===== src/rtl/fight_referee.sv =====
// fight_referee: best-of-N round/match referee; runs the round timer and holds the players in reset between rounds
module fight_referee #(
  parameter int ROUND_TICKS = 99,
  parameter int END_HOLD = 4,
  parameter int WINS_TO_MATCH = 2,
  parameter int GUARD = 2
) (
  input  logic       clk,
  input  logic       rst,
  input  logic       start,
  input  logic       game_tick,
  input  logic [1:0] left_health,
  input  logic [1:0] right_health,
  output logic       player_rst_n,
  output logic       fight_active,
  output logic [7:0] round_timer,
  output logic [2:0] round_num,
  output logic [1:0] left_wins,
  output logic [1:0] right_wins,
  output logic [1:0] round_result,
  output logic       match_over,
  output logic [1:0] match_winner
);
  localparam logic [7:0] TICKS = 8'(ROUND_TICKS);
  localparam logic [7:0] HOLD = 8'(END_HOLD);
  localparam logic [7:0] GRD = 8'(GUARD);
  localparam logic [1:0] WINS = 2'(WINS_TO_MATCH);
  typedef enum logic [1:0] {S_IDLE, S_FIGHT, S_END, S_OVER} state_t;
  state_t r_state, w_state;
  logic       r_rst_n, w_rst_n, r_active, w_active, r_over, w_over;
  logic [7:0] r_timer, w_timer, r_guard, w_guard, r_hold, w_hold;
  logic [2:0] r_num, w_num;
  logic [1:0] r_lw, w_lw, r_rw, w_rw, r_result, w_result, r_winner, w_winner;
  logic [1:0] r_prev_l, w_prev_l, r_prev_r, w_prev_r, w_res;
  logic       w_ko_l, w_ko_r, w_end, w_enter;
  always_comb begin
    w_state = r_state;
    w_rst_n = r_rst_n;
    w_active = r_active;
    w_over = r_over;
    w_timer = r_timer;
    w_guard = r_guard;
    w_hold = r_hold;
    w_num = r_num;
    w_lw = r_lw;
    w_rw = r_rw;
    w_result = r_result;
    w_winner = r_winner;
    w_prev_l = r_prev_l;
    w_prev_r = r_prev_r;
    w_enter = 1'b0;
    // a 1 -> 3 step can only be the 2-bit health wrapping past zero
    w_ko_l = left_health == 2'd0 || (r_prev_l == 2'd1 && left_health == 2'd3);
    w_ko_r = right_health == 2'd0 || (r_prev_r == 2'd1 && right_health == 2'd3);
    w_res = (w_ko_l || w_ko_r) ? {w_ko_l, w_ko_r} :
            left_health > right_health ? 2'b01 :
            right_health > left_health ? 2'b10 : 2'b11;
    w_end = w_ko_l || w_ko_r || r_timer == 8'd0;
    case (r_state)
      S_IDLE, S_OVER: if (start) begin
        w_enter = 1'b1;
        w_num = 3'd1;
        w_lw = 2'd0;
        w_rw = 2'd0;
        w_over = 1'b0;
        w_winner = 2'b00;
      end
      S_FIGHT: begin
        if (game_tick && r_timer != 8'd0) w_timer = r_timer - 8'd1;
        if (r_guard != 8'd0) w_guard = r_guard - 8'd1;
        else begin
          w_prev_l = left_health;
          w_prev_r = right_health;
          if (w_end) begin
            w_state = S_END;
            w_rst_n = 1'b0;
            w_active = 1'b0;
            w_hold = HOLD;
            w_result = w_res;
            if (w_res == 2'b01 && r_lw < WINS) w_lw = r_lw + 2'd1;
            if (w_res == 2'b10 && r_rw < WINS) w_rw = r_rw + 2'd1;
          end
        end
      end
      default: if (r_hold > 8'd1) w_hold = r_hold - 8'd1;
      else if (r_lw == WINS || r_rw == WINS) begin
        w_hold = 8'd0;
        w_state = S_OVER;
        w_over = 1'b1;
        w_winner = r_lw == WINS ? 2'b01 : 2'b10;
      end else begin
        w_hold = 8'd0;
        w_enter = 1'b1;
        w_num = r_num == 3'd7 ? 3'd7 : r_num + 3'd1;
      end
    endcase
    if (w_enter) begin
      w_state = S_FIGHT;
      w_rst_n = 1'b1;
      w_active = 1'b1;
      w_timer = TICKS;
      w_guard = GRD;
      w_result = 2'b00;
      w_prev_l = 2'd3;
      w_prev_r = 2'd3;
    end
  end
  always_ff @(posedge clk) begin
    if (rst) begin
      r_state <= S_IDLE;
      r_rst_n <= 1'b0;
      r_active <= 1'b0;
      r_over <= 1'b0;
      r_timer <= TICKS;
      r_guard <= 8'd0;
      r_hold <= 8'd0;
      r_num <= 3'd0;
      r_lw <= 2'd0;
      r_rw <= 2'd0;
      r_result <= 2'b00;
      r_winner <= 2'b00;
      r_prev_l <= 2'd3;
      r_prev_r <= 2'd3;
    end else begin
      r_state <= w_state;
      r_rst_n <= w_rst_n;
      r_active <= w_active;
      r_over <= w_over;
      r_timer <= w_timer;
      r_guard <= w_guard;
      r_hold <= w_hold;
      r_num <= w_num;
      r_lw <= w_lw;
      r_rw <= w_rw;
      r_result <= w_result;
      r_winner <= w_winner;
      r_prev_l <= w_prev_l;
      r_prev_r <= w_prev_r;
    end
  end
  assign player_rst_n = r_rst_n;
  assign fight_active = r_active;
  assign round_timer = r_timer;
  assign round_num = r_num;
  assign left_wins = r_lw;
  assign right_wins = r_rw;
  assign round_result = r_result;
  assign match_over = r_over;
  assign match_winner = r_winner;
endmodule


===== config.mk =====
export PLATFORM = sky130hd
export DESIGN_NAME = fight_referee
export DESIGN_NICKNAME = d
export VERILOG_FILES = /design/src/rtl/fight_referee.sv
export SDC_FILE = /design/constraint.sdc
export NUM_CORES = 1
export LEC_CHECK = 0
export CORE_MARGIN = 5
export CORE_UTILIZATION = 41
export DETAILED_ROUTE_END_ITERATION = 7
export MAX_ROUTING_LAYER = met4
export PLACE_DENSITY_LB_ADDON = 0.08
export SLEW_MARGIN = 0
export SYNTH_ARGS = -nofsm -noshare
export SYNTH_HDL_FRONTEND = slang
export SYNTH_SLANG_ARGS = --single-unit

===== constraint.sdc =====
create_clock -name clk -period 4.5 [get_ports clk]
set_input_delay 0.9 -clock clk [delete_from_list [all_inputs] [get_ports clk]]
set_output_delay 0.9 -clock clk [all_outputs]
set_load 0.02 [all_outputs]

==> metrics list, run 1 <==
- Proportion of synthesized flip-flops having asynchronous set or reset: 0
- Setup repair after global routing left no endpoint under its margin.
- With fillers left out, the area of the finished cells amounts to roughly 2700 µm².
* Number of antenna violations at the first check in global routing: 0
* Layout cell share with drive strength beyond 1: 0.05461
- Sequential cell area fraction in the yosys report: 0.3786
- Slowest stage delay, CP: 520 ps
- Cell internal power was estimated by the tool at ~0.86 mW.
- Cell area after technology mapping: 2273 µm²
- The netlist uses 46 different library cells.
- Cts repair resizes: 0
- Of the post-synthesis cell area, the part taken by muxes is 0.01321.
- Across every metal layer, demand over resource in global routing totals 0.1496.
* Sequence of cells on the critical path: clkdlybuf4s50_1 > inv_1 > ha_1 > nor2b_1 > o221ai_1 > nand3_1 > or4_1 > a21oi_1
- Yosys top cell by area: sky130_fd_sc_hd__dfxtp_1
- The run finished with clean final reports.
* Number of global-route vias before repair: 1896
- The share of total power dissipated in combinational logic is 0.428.
- Initial core utilization: 0.4180
- Post-synthesis share of cell area spent on xor and xnor gates: 0.04623
* Clock root buffer: sky130_fd_sc_hd__clkbuf_8
* Net switching power: roughly 0.57 mW
* Pins Over Slew Limit: 0
- Clock-pin transition on the worst setup and hold timing paths: roughly 80 ps
- After detailed routing, the number of vias per cell comes to 5.345.
* Cell area after placement: roughly 2600 µm²
* Relative slew slack: 0.5842
- Overall die height: between 80 and 90 µm
- Post-CTS Setup Repair Bufs: 0
- Power spread over the standard cell area amounts to 522.9 nW/µm².
- Simple-Gate Fraction of Synth Area: 0.2515
* Final Routed Wirelength: about 4900 µm
- Data arrival at the endpoint of the critical path: about 3000 ps
- STA puts the critical path data required time at approximately 4700 ps.
- The critical path in this run is classified as in -> reg.
- After synthesis, the cell types taking the most area are sky130_fd_sc_hd__dfxtp_1 38%, sky130_fd_sc_hd__ha_1 7.7%, sky130_fd_sc_hd__nor2_1 3.6%, sky130_fd_sc_hd__a21oi_1 3.5%, sky130_fd_sc_hd__nand2_1 3.5%.
- In the finished design, the share of the clock period the worst path needs comes to 0.6144.
- Of the post-synthesis cell area, the dominant cell type holds 0.3786.
- Hold/Removal Path Class: reg -> reg
- Synth Area per Inst: 8.547 µm²
- Commonest register cell after synthesis: sky130_fd_sc_hd__dfxtp_1
- Counting flops with a built-in enable in the synthesized netlist gives 0.
- Net count, final: approximately 310
- Number of rows created at floorplan: 27
* Switching power as a share of total power: 0.3986
* Post-synthesis adder-cell area fraction: 0.07705
- Of the total power, registers draw 0.358.
* Area overhead of the layout relative to synthesis: 19.87%
- At the end of the flow the core is filled with cells to 0.5010.
- Setup TNS after final layout: 0 ps
- MaxCap Viol Count: 0
- Peak ir drop on the vdd network: 415.7 µV
* Static leakage: between 1 and 1.5 nW
* Maximum buffer depth of the clock tree: 2
- The final-report hold violation count was 0.
* Estimated wirelength of the detail-placed design: roughly 3600 µm
* Compound-gate portion of the synthesized area: 0.1855
- Worst slack, placed: 1434 ps
* Achievable frequency: ~360 MHz
- Most frequent cells after synthesis: 43 x sky130_fd_sc_hd__dfxtp_1, 22 x sky130_fd_sc_hd__nor2_1, 21 x sky130_fd_sc_hd__nand2_1, 18 x sky130_fd_sc_hd__inv_1, 16 x sky130_fd_sc_hd__a21oi_1
- In this run the number of H-tree levels came out at 2.
- For this run, design rule violations remaining after detail routing come to 0.
* Syn Inst Count: ~270
* Critical Path Slowest Stage Cell: sky130_fd_sc_hd__or4_1
- Count of state elements after synthesis: 43
* TritonCTS clock tree: yes
- Hold repair after CTS inserted 0 buffers.
- 1st-iter DRT viols: between 100 and 150
* Number of buffers inserted during clock tree synthesis: 5
* Total gr overflow: 0
* Vias after detailed routing: 1951
- The repair_antennas step left the layout with diodes totalling 0.
- Die Area: around 7100 µm²
* Post-route minimum period: approximately 2800 ps
- Setup violations remaining at the end of the flow were counted as 0.
* First-pass GRT wire length: 8611 µm
* Area of the core: 5439 µm²
* Least-Margin Pin Slew: slightly above 600 ps
- During synthesis, Yosys emitted a total of 0 warnings.
- By instance count, the leading cell after synthesis is sky130_fd_sc_hd__dfxtp_1.
- Crit path launch type: input port
- I/O pin count: 30
* Maximum number of pins on one net before global-route repair: 24
* Main combinational cell family by area after synthesis: simple AND/OR/NAND/NOR gates
* Wire length per cell: roughly 13 µm
- Routability-driven placement finished with a final weighted congestion of 0.7825.
- Sink count of the clock tree: 43
- Of the total power, the clock network draws 0.214.
- CP endpoint kind: register
* Clock Skew: 9.611 ps
- The clock reaches the later pin of the worst-skew pair after approximately 300 ps.
* Synth Net Count: 288
* Highest net fanout along the worst path: 4
- The worst path meets setup with ~1700 ps of slack.
* Die X: between 80 and 90 µm
* First drt pass iteration count: 4
- During placement, the flow inserted port buffers numbering 29.
- The completed layout was analyzed and its total power is between 1 and 1.5 mW.
* Residual antenna-violating net count after detailed routing: 0
-- registers in the layout, summed over array words and instances, names as in the netlist --
| name | flops |
|---|---|
| r_prev_l | 2 |
| round_num | 3 |
| r_hold | 8 |
| fight_active | 1 |
| r_guard | 8 |
| r_prev_r | 2 |
| round_result | 2 |
| left_wins | 2 |
| round_timer | 8 |
| match_over | 1 |
| match_winner | 2 |
| right_wins | 2 |
| r_state | 2 |
-- final cells by class --
cell class | instances | area, µm²
multi-input combinational | 195 | 1304
inverter | 18 | 67.56
tap | 72 | 90.09
timing repair buffer | 29 | 290.3
clock inverter | 3 | 43.79
fill | 515 | 2714
clock buffer | 5 | 68.82
sequential | 43 | 860.8
-- cell families after synthesis --
logic type | after synthesis
flip-flops | 43
AO/OA/AOI/OAI | 63
AND/OR/NAND/NOR | 103
buffers and inverters | 28
XOR/XNOR | 12
adder cells (fa/ha/maj) | 14
multiplexers | 3
-- power groups by stage --
stage	sequential [mW]	clock (mW)	combinational, mW
2_1_floorplan	0.520	0	0.463
3_5_place_dp	0.516	0	0.610
6_report	0.510	0.305	0.610
5_1_grt	0.522	0.333	0.696
3_3_place_gp	0.517	0	0.609
4_1_cts	0.509	0.316	0.614
-- critical path: cells and delay by family --
family,cells,cell delay (ps)
buffers and inverters,2,580
adders and majority gates,1,300
and+or+nand+nor,3,770
AOI/OAI and AO/OA,2,450
-- path summary, 6_finish.rpt --
check	endpoint	cells after the start	start	slack (ps)
min	r_prev_r[1]$_SDFFE_PP1P_	2	r_prev_r[1]$_SDFFE_PP1P_	480
min reg2reg	r_prev_r[1]$_SDFFE_PP1P_	2	r_prev_r[1]$_SDFFE_PP1P_	480
max	left_wins[0]$_SDFFE_PP0P_	8	left_health[1]	1740
max reg2reg	r_state[0]$_SDFFE_PP0P_	7	r_state[1]$_SDFFE_PP0P_	1780
-- cell usage in the layout (no fill, tap or decap), types with 3 or more instances in the layout --
| cell type | netlist | routed |
|---|---|---|
| sky130_fd_sc_hd__dfxtp_1 | 43 | 43 |
| sky130_fd_sc_hd__clkdlybuf4s50_1 | 0 | 29 |
| sky130_fd_sc_hd__nor2_1 | 22 | 22 |
| sky130_fd_sc_hd__nand2_1 | 21 | 21 |
| sky130_fd_sc_hd__inv_1 | 18 | 18 |
| sky130_fd_sc_hd__a21oi_1 | 16 | 16 |
| sky130_fd_sc_hd__ha_1 | 14 | 14 |
| sky130_fd_sc_hd__o21ai_0 | 12 | 12 |
| sky130_fd_sc_hd__nand3_1 | 10 | 10 |
| sky130_fd_sc_hd__xor2_1 | 9 | 9 |
| sky130_fd_sc_hd__or3_1 | 8 | 8 |
| sky130_fd_sc_hd__or4_1 | 8 | 8 |
| sky130_fd_sc_hd__o31ai_1 | 7 | 7 |
| sky130_fd_sc_hd__o21a_1 | 5 | 5 |
| sky130_fd_sc_hd__nor4_1 | 5 | 5 |
| sky130_fd_sc_hd__clkbuf_8 | 0 | 5 |
| sky130_fd_sc_hd__nand4b_1 | 4 | 4 |
| sky130_fd_sc_hd__a31oi_1 | 4 | 4 |
| sky130_fd_sc_hd__o211ai_1 | 4 | 4 |
| sky130_fd_sc_hd__nor3_1 | 4 | 4 |
| sky130_fd_sc_hd__nor2b_1 | 3 | 3 |
| sky130_fd_sc_hd__and2_1 | 3 | 3 |
| sky130_fd_sc_hd__mux2i_1 | 3 | 3 |
| sky130_fd_sc_hd__xnor2_1 | 3 | 3 |
| sky130_fd_sc_hd__nand2b_1 | 3 | 3 |
-- through the flow --
stage | std cells | hold slack, ps
final | 365 | 477.2
after global routing | 365 | 509.0
after CTS | 365 | 482.6
after detailed placement | 357 | 460.4
after global placement | 357 | 463.3
after floorplan | 266 | 435.3
-- layer usage --
layer  wire [µm]  vias up  share of wire  global-route usage
met1        2375      902           0.49              0.1847
met2        2270       30           0.46              0.2418
met3         160        7          0.033             0.03042
met4          79        0          0.016             0.05468
li1            -     1012              -                   -
met5           0        -              0                   -
Power figures use the tool's default switching activity.
==> inputs of run 2 (changes only) <==
- clock period: 4.5 -> 2.55 ns (I/O delays scaled with it)
==> metrics list, run 2 (same netlist as run 1, synthesis figures left out) <==
* Result of the run: finished, final reports clean
- The net count of the finished layout is 330.
- Static timing analysis puts the maximum clock frequency at roughly 440 MHz.
- Estimated wirelength of the detail-placed design: about 3700 µm
* Power per Cell Area: between 800 and 900 nW/µm²
- For the pin with the worst max-slew slack, the measured transition is 572.5 ps.
- In this run the tightest slew margin relative to its limit is 0.6148.
- The number of setup buffers added after CTS is 0.
* Clock-pin transition on the worst setup and hold timing paths: around 80 ps
- After clock tree synthesis, the repair step resized 0 gates.
* Vias after detailed routing: just over 2000
- Max-cap violations in this run came to 0.
* CP endpoint kind: register
- No sink is reached through more buffers than the 2 on the longest clock path.
- Routability-driven placement finished with a final weighted congestion of roughly 0.78.
- Final Routed Wirelength: around 5000 µm
- In this design, the stage delay of the slowest critical-path cell is between 500 and 600 ps.
- Count of port buffers added during placement: 29
- Worst Path Class, Setup: in -> reg
- Crit path launch type: input port
- The final-report hold violation count is 0.
- Area overhead of the layout relative to synthesis: 24.05%
- Number of remaining DRC errors: 0
- Pins Over Slew Limit: 0
- Clock Skew: between 6 and 7 ps
* Initial core utilization: 0.4180
- Vias per std cell: roughly 5.3
* Setup violators final: 0
* Clock insertion delay at the later pin of the skew report: roughly 300 ps
* Number of global-route vias before repair: about 1900
- After layout, the worst setup slack is 293.7 ps.
- Worst slack, placed: -9.603 ps
- Sink count of the clock tree: 43
- Sequence of cells on the critical path: clkdlybuf4s50_1 > inv_1 > ha_1 > nor2b_1 > o221ai_1 > nand3_1 > or4_1 > a21oi_1
- At the end of the flow the core is filled with cells to 0.5185.
- Highest net fanout along the worst path: 3
- Area of the core: 5439 µm²
- Residual antenna-violating net count after detailed routing: 0
* Wire length per cell: ~13 µm
* Maximum number of pins on one net before global-route repair: 16
- Total gr overflow: 0
- Most frequent cells in the layout: 43 x sky130_fd_sc_hd__dfxtp_1, 29 x sky130_fd_sc_hd__clkdlybuf4s50_1, 22 x sky130_fd_sc_hd__nor2_1
- For the worst setup path, the data arrival time is 2490 ps.
- Post-route worst hold slack: between 400 and 500 ps
- TritonCTS clock tree: yes
- After routing the design area is roughly 2800 µm².
- Clock root buffer: sky130_fd_sc_hd__clkbuf_8
* Static leakage: 1.107 nW
* First-pass GRT wire length: a little under 9000 µm
- The tightest min-delay check is of the reg -> reg type.
- In the final layout, the share of cells above drive strength 1 is 0.1006.
- Leaving out fill and tap cells, the most frequent cell in the layout is sky130_fd_sc_hd__dfxtp_1.
* Peak ir drop on the vdd network: between 500 and 600 µV
* Cell area after placement: roughly 2700 µm²
- Die Area: ~7000 µm²
* Overall die height: 84.47 µm
- Number of antenna violations at the first check in global routing: 0
* Critical Path Slowest Stage Cell: sky130_fd_sc_hd__or4_1
* Number of levels the H-tree was split into: 2
- For flop-to-flop paths, the worst setup slack is around 320 ps.
- Number of rows created at floorplan: 27
- Total of hold buffers inserted after clock tree synthesis: 0
* Post-route minimum period: 2256 ps
- For this block, the initial DRC count from the detailed router was 41.
- 0 antenna diodes ended up in the layout.
* Crit share post-route: 0.8848
- Overall fraction of global-route tracks in use: 0.1529
- Worst endpoint required time: between 2000 and 3000 ps
- Die X: between 80 and 90 µm
- Setup repair after global routing left no endpoint under its margin.
* Number of buffers inserted during clock tree synthesis: 5
- For this design the top-level I/O count stands at 30.
* First drt pass iteration count: 4
## run 2: cell count changes in the layout (fill, tap and decap cells not counted)
cell	change
sky130_fd_sc_hd__buf_4	+16
sky130_fd_sc_hd__bufinv_16	-1
sky130_fd_sc_hd__clkbuf_8	+1
sky130_fd_sc_hd__clkinv_4	-1
## run 2: area by class of cell
type | count | area, µm²
clock inverter | 1 | 5.005
inverter | 18 | 67.56
multi-input combinational | 195 | 1304
tap | 72 | 90.09
sequential | 43 | 860.8
clock buffer | 6 | 82.58
timing repair buffer | 45 | 410.4
fill | 528 | 2619
## run 2: routing by layer
metal	GRT usage	routed length [µm]
met5	-	0
met4	0.05612	59
met3	0.03533	170
met2	0.2547	2348
met1	0.1800	2417
## run 2: where the power goes
part	internal [mW]	switching, mW	leakage (nW)	total (mW)
Combinational	0.490	0.667	0.710	1.16
Sequential	0.795	0.104	0.349	0.899
Clock	0.213	0.228	0.0470	0.441
Total	1.50	0.999	1.11	2.50
## run 2: through the flow
stage,cells,power [mW],setup TNS [ps]
finish,380,2.497,0
detailed placement,373,2.068,-9.603
floorplan,266,1.734,0
global placement,373,2.071,0
global route,380,2.727,0
CTS,380,2.522,0
## run 2: final timing paths
path	startpoint	to	cells after the start
min reg2reg	r_prev_l[1]$_SDFFE_PP1P_	r_prev_l[1]$_SDFFE_PP1P_	2
max	left_health[1]	left_wins[0]$_SDFFE_PP0P_	8
max reg2reg	round_timer[0]$_SDFFE_PP1P_	left_wins[0]$_SDFFE_PP0P_	7
min	r_prev_l[1]$_SDFFE_PP1P_	r_prev_l[1]$_SDFFE_PP1P_	2
## run 2: critical path, delay by kind of cell
family                     cells  cell delay [ps]
AOI/OAI and AO/OA              2              330
adders and majority gates      1              300
buffers and inverters          2              570
and+or+nand+nor                3              780
==> RTL change 1, RTL diff (settings of run 1) <==
Put one more register stage on the output `round_timer`, with the module's reset. The value now appears one clock later. The other outputs are not delayed to match.
--- a/src/rtl/fight_referee.sv
+++ b/src/rtl/fight_referee.sv
@@ -140,7 +140,13 @@
   end
   assign player_rst_n = r_rst_n;
   assign fight_active = r_active;
-  assign round_timer = r_timer;
+  always_ff @(posedge clk) begin
+    if (rst) begin
+      round_timer <= '0;
+    end else begin
+      round_timer <= r_timer;
+    end
+  end
   assign round_num = r_num;
   assign left_wins = r_lw;
   assign right_wins = r_rw;
Check against the original RTL: not equivalent (a bounded check fails within 4 cycles, from zero or initial values and one cycle with rst high).
==> RTL change 1 against run 1 <==
- highest routed layer unchanged
- area after synthesis increased by 12%
- sequential cell count increased by 8
- die area increased by 11%
- routed wire length increased by 9.7%
- worst setup slack got worse by 0.0022 ns
- total power increased by 4.4%
- non-clock buffer count increased by 1
- final cell count increased by 6.8%
- final area increased by 9.5%
==> RTL change 1: results (changes against run 1) <==
* Syn Nets at 309 (+7.3%)
* CP Launch Point: right_health[1]
* Worst hold slack at 0.484 ns (+0.00681 ns)
* Leak Pwr at 1.12 nW (+8.0%)
* Mean Syn Cell Area at 8.88 µm² (+3.9%)
* HPWL after DPL at 3.89 mm (+9.3%)
* Status: finished clean
* VDD IR max at 0.202 mV (-51%)
* Worst Hold Launch: r_prev_l[0]
* Top cells by count, synth: dfxtp_1, nor2_1, nand2_1
* Slew HR at 0.413 (-0.172)
* Crit path largest cell delay at 0.57 ns (+0.05 ns)
* Total Wirelength at 5.36 mm (+9.7%)
* GPL Wtd Cong at 0.808 (+3.3%)
* Sequential-to-total area share from yosys stat at 0.401 (+0.0219)
* Final min period at 2.77 ns (+0.00224 ns)
* R2r setup slk at 1.82 ns (+0.04 ns)
* All-Layer GR Usage at 0.152 (+0.00227)
* Crit path max-delay family: compound AO/OA/AOI/OAI gates
* Yosys cell types at 56 (+22%)
* Vias in the first global route at 1876 (-1.1%)
* Crit path to: r_hold[1]
* DRT iter0 DRCs at 74 (-27%)
* Vias at 2051 (+5.1%)
* Dpl cell area at 2890 µm² (+11%)
* First-pass GRT wire length at 9.12 mm (+5.9%)
* Top cells by area, synth: dfxtp_1, ha_1, nor2_1, nand2_1, a21oi_1
* Pin count of the biggest net entering global routing at 21 (-13%)
* Final net count at 336 (+7.0%)
* Hold worst-path end: r_prev_l[0]
* Cell total after placement at 382 (+7.0%)
* Slowest CP cell: o31ai_4
* Worst-path fanout max at 15 (+11)
## RTL change 1: cell types whose count changed after synthesis, sizes merged, moves of 3 or more
cell / delta
or3: -4
dfxtp: +8
nor2: +6
o31a: +3
nor3: +3
a211oi: +3
buf: +4
clkbuf: -4
o32ai: +3
o21ai: -5
nor2b: +3
## RTL change 1: cell type report
class	count	area, µm²
clock buffer	5	68.8
clock inverter	3	26.3
fill	583	3010
inverter	21	78.8
multi-input combinational	205	1400
sequential	51	1020
tap	75	93.8
timing repair buffer	30	298
## RTL change 1: cells by family after synthesis
family                   after synthesis  share of synthesized area
AND/OR/NAND/NOR                      108                      0.225
AO/OA/AOI/OAI                         66                      0.193
flip-flops                            51                      0.401
buffers and inverters                 31                     0.0515
adder cells (fa/ha/maj)               14                     0.0687
XOR/XNOR                              13                     0.0447
multiplexers                           4                     0.0157
## RTL change 1: per-layer routing
metal,part of all wire,wire length (µm),global-route usage,vias up
li1,-,-,-,1079
met1,0.52,2790,0.208,929
met2,0.43,2290,0.225,39
met3,0.041,221,0.0279,4
met4,0.010,55,0.0495,0
met5,0,0,-,-
## RTL change 1: power by group through the flow
stage               clock [W]  sequential, W  combinational, W
floorplan                   0       0.000594          0.000470
global route         0.000316       0.000591          0.000711
finish               0.000282       0.000581          0.000624
global placement            0       0.000592          0.000619
CTS                  0.000294       0.000581          0.000625
detailed placement          0       0.000591          0.000622
## RTL change 1: worst register-to-register path, cell delays in order (launching register included)
cell and delay (ns):
dfxtp_1 0.34, inv_1 0.07, ha_1 0.57, inv_1 0.31, a21o_4 0.27, o31ai_4 0.51
o31ai_2 0.24, a311oi_1 0.29
==> RTL change 2, RTL diff (settings of run 1) <==
Without the edit above. `ROUND_TICKS`: 99 -> 49.
--- a/src/rtl/fight_referee.sv
+++ b/src/rtl/fight_referee.sv
@@ -1,6 +1,6 @@
 // fight_referee: best-of-N round/match referee; runs the round timer and holds the players in reset between rounds
 module fight_referee #(
-  parameter int ROUND_TICKS = 99,
+  parameter int ROUND_TICKS = 49,
   parameter int END_HOLD = 4,
   parameter int WINS_TO_MATCH = 2,
   parameter int GUARD = 2
Behaviour: not the same (a bounded check fails within 4 cycles, from zero or initial values and one cycle with rst high).
==> RTL change 2 against run 1 <==
- global-route usage decreased by 0.085 points
- non-clock buffer count unchanged
- routed wire length up 2.6%
- sequential cell count unchanged
- synthesized cell count grew 2.6%
- sequential share of layout area is 0.60 points lower
- total power grew 5.6%
- worst setup slack got worse by 0.033 ns
- area after synthesis grew 3.2%
- count of clock-buffer cells in the layout is 2 higher
- final area up 1.9%
- hold slack lost 0.018 ns
- highest routed layer unchanged
==> RTL change 2: results (changes against run 1) <==
* Worst Hold Launch: match_winner[0]
* Top cells by area, synth: dfxtp_1, ha_1, nor2_1, a21oi_1, xor2_1
* Worst-path fanout max at 3 (-1)
* Status: finished clean
* Yosys cell types at 55 (+20%)
* WP data arrival at 3.03 ns (+0.03 ns)
* Slew HR at 0.549 (-0.0355)
* HPWL after DPL at 3.66 mm (+3.0%)
* DRT iter0 DRCs at 96 (-5.0%)
* Fill count at 573 (+11%)
* Total Wirelength at 5.01 mm (+2.6%)
* Layout area overhead at 18.3%
* Syn Nets at 295 (+2.4%)
* H-tree depth at 2 (unchanged)
* Asr flop ratio synth at 0 (unchanged)
* GPL Wtd Cong at 0.755 (-3.6%)
* Final min period at 2.80 ns (+0.0330 ns)
* Clock Skew at 0.00937 ns (-0.000240 ns)
* Psw at 0.000627 W (+10%)
* All-Layer GR Usage at 0.149 (-0.000846)
* Crit path to: right_wins[0]
* Hold worst-path end: match_winner[0]
* Drt wl/cell at 13.5 µm (+0.63%)
* Sequential-to-total area share from yosys stat at 0.367 (-0.0119)
* Vias at 1979 (+1.4%)
* Vias in the first global route at 1917 (+1.1%)
* VDD IR max at 0.219 mV (-47%)
* Pin count of the biggest net entering global routing at 22 (-8.3%)
* Final net count at 321 (+2.2%)
* Final clock-cell share at 0.0374 (-0.00393)
* Leak Pwr at 1.01 nW (-2.9%)
* Post-place setup slack at 1.37 ns (-0.0650 ns)
* Mean Syn Cell Area at 8.60 µm² (+0.60%)
* Clock Buffer Count at 7 (+2)
* Crit path largest cell delay at 0.50 ns (-0.02 ns)
* Top cells by count, synth: dfxtp_1, nor2_1, nand2_1
* Multi-input combinational area share at 0.491 (+0.0130)
* Tot Pwr at 0.00150 W (+5.6%)
* Fraction of area in registers at 0.310 (-0.00598)
* Crit path max-delay family: compound AO/OA/AOI/OAI gates
* Slowest CP cell: clkdlybuf4s50_1
* Layout cells sized above 1 at 0.0800 (+0.0254)
==> RTL change 2: cell types whose count changed in the layout (fill, tap and decap cells not counted), sizes merged, moves of 3 or more <==
cell / delta
nor2: +8
nand2: +3
nand3: -3
o31ai: -3
o21a: -3
a21oi: +6
==> RTL change 2: logic make-up after synthesis <==
group / Yosys count / share of synthesized area
and+or+nand+nor: 109 / 0.259
buffers and inverters: 28 / 0.0517
adders and majority gates: 14 / 0.0746
xor gates and xnor gates: 12 / 0.0448
muxes: 4 / 0.0171
AOI/OAI and AO/OA: 63 / 0.186
DFF: 43 / 0.367
==> RTL change 2: layer usage <==
layer / share of wire / wire length (µm) / GRT usage / up-vias
met1: 0.51 / 2560 / 0.193 / 908
met5: 0 / 0 / - / -
met2: 0.44 / 2200 / 0.234 / 34
li1: - / - / - / 1028
met4: 0.014 / 68 / 0.0518 / 0
met3: 0.036 / 180 / 0.0240 / 9
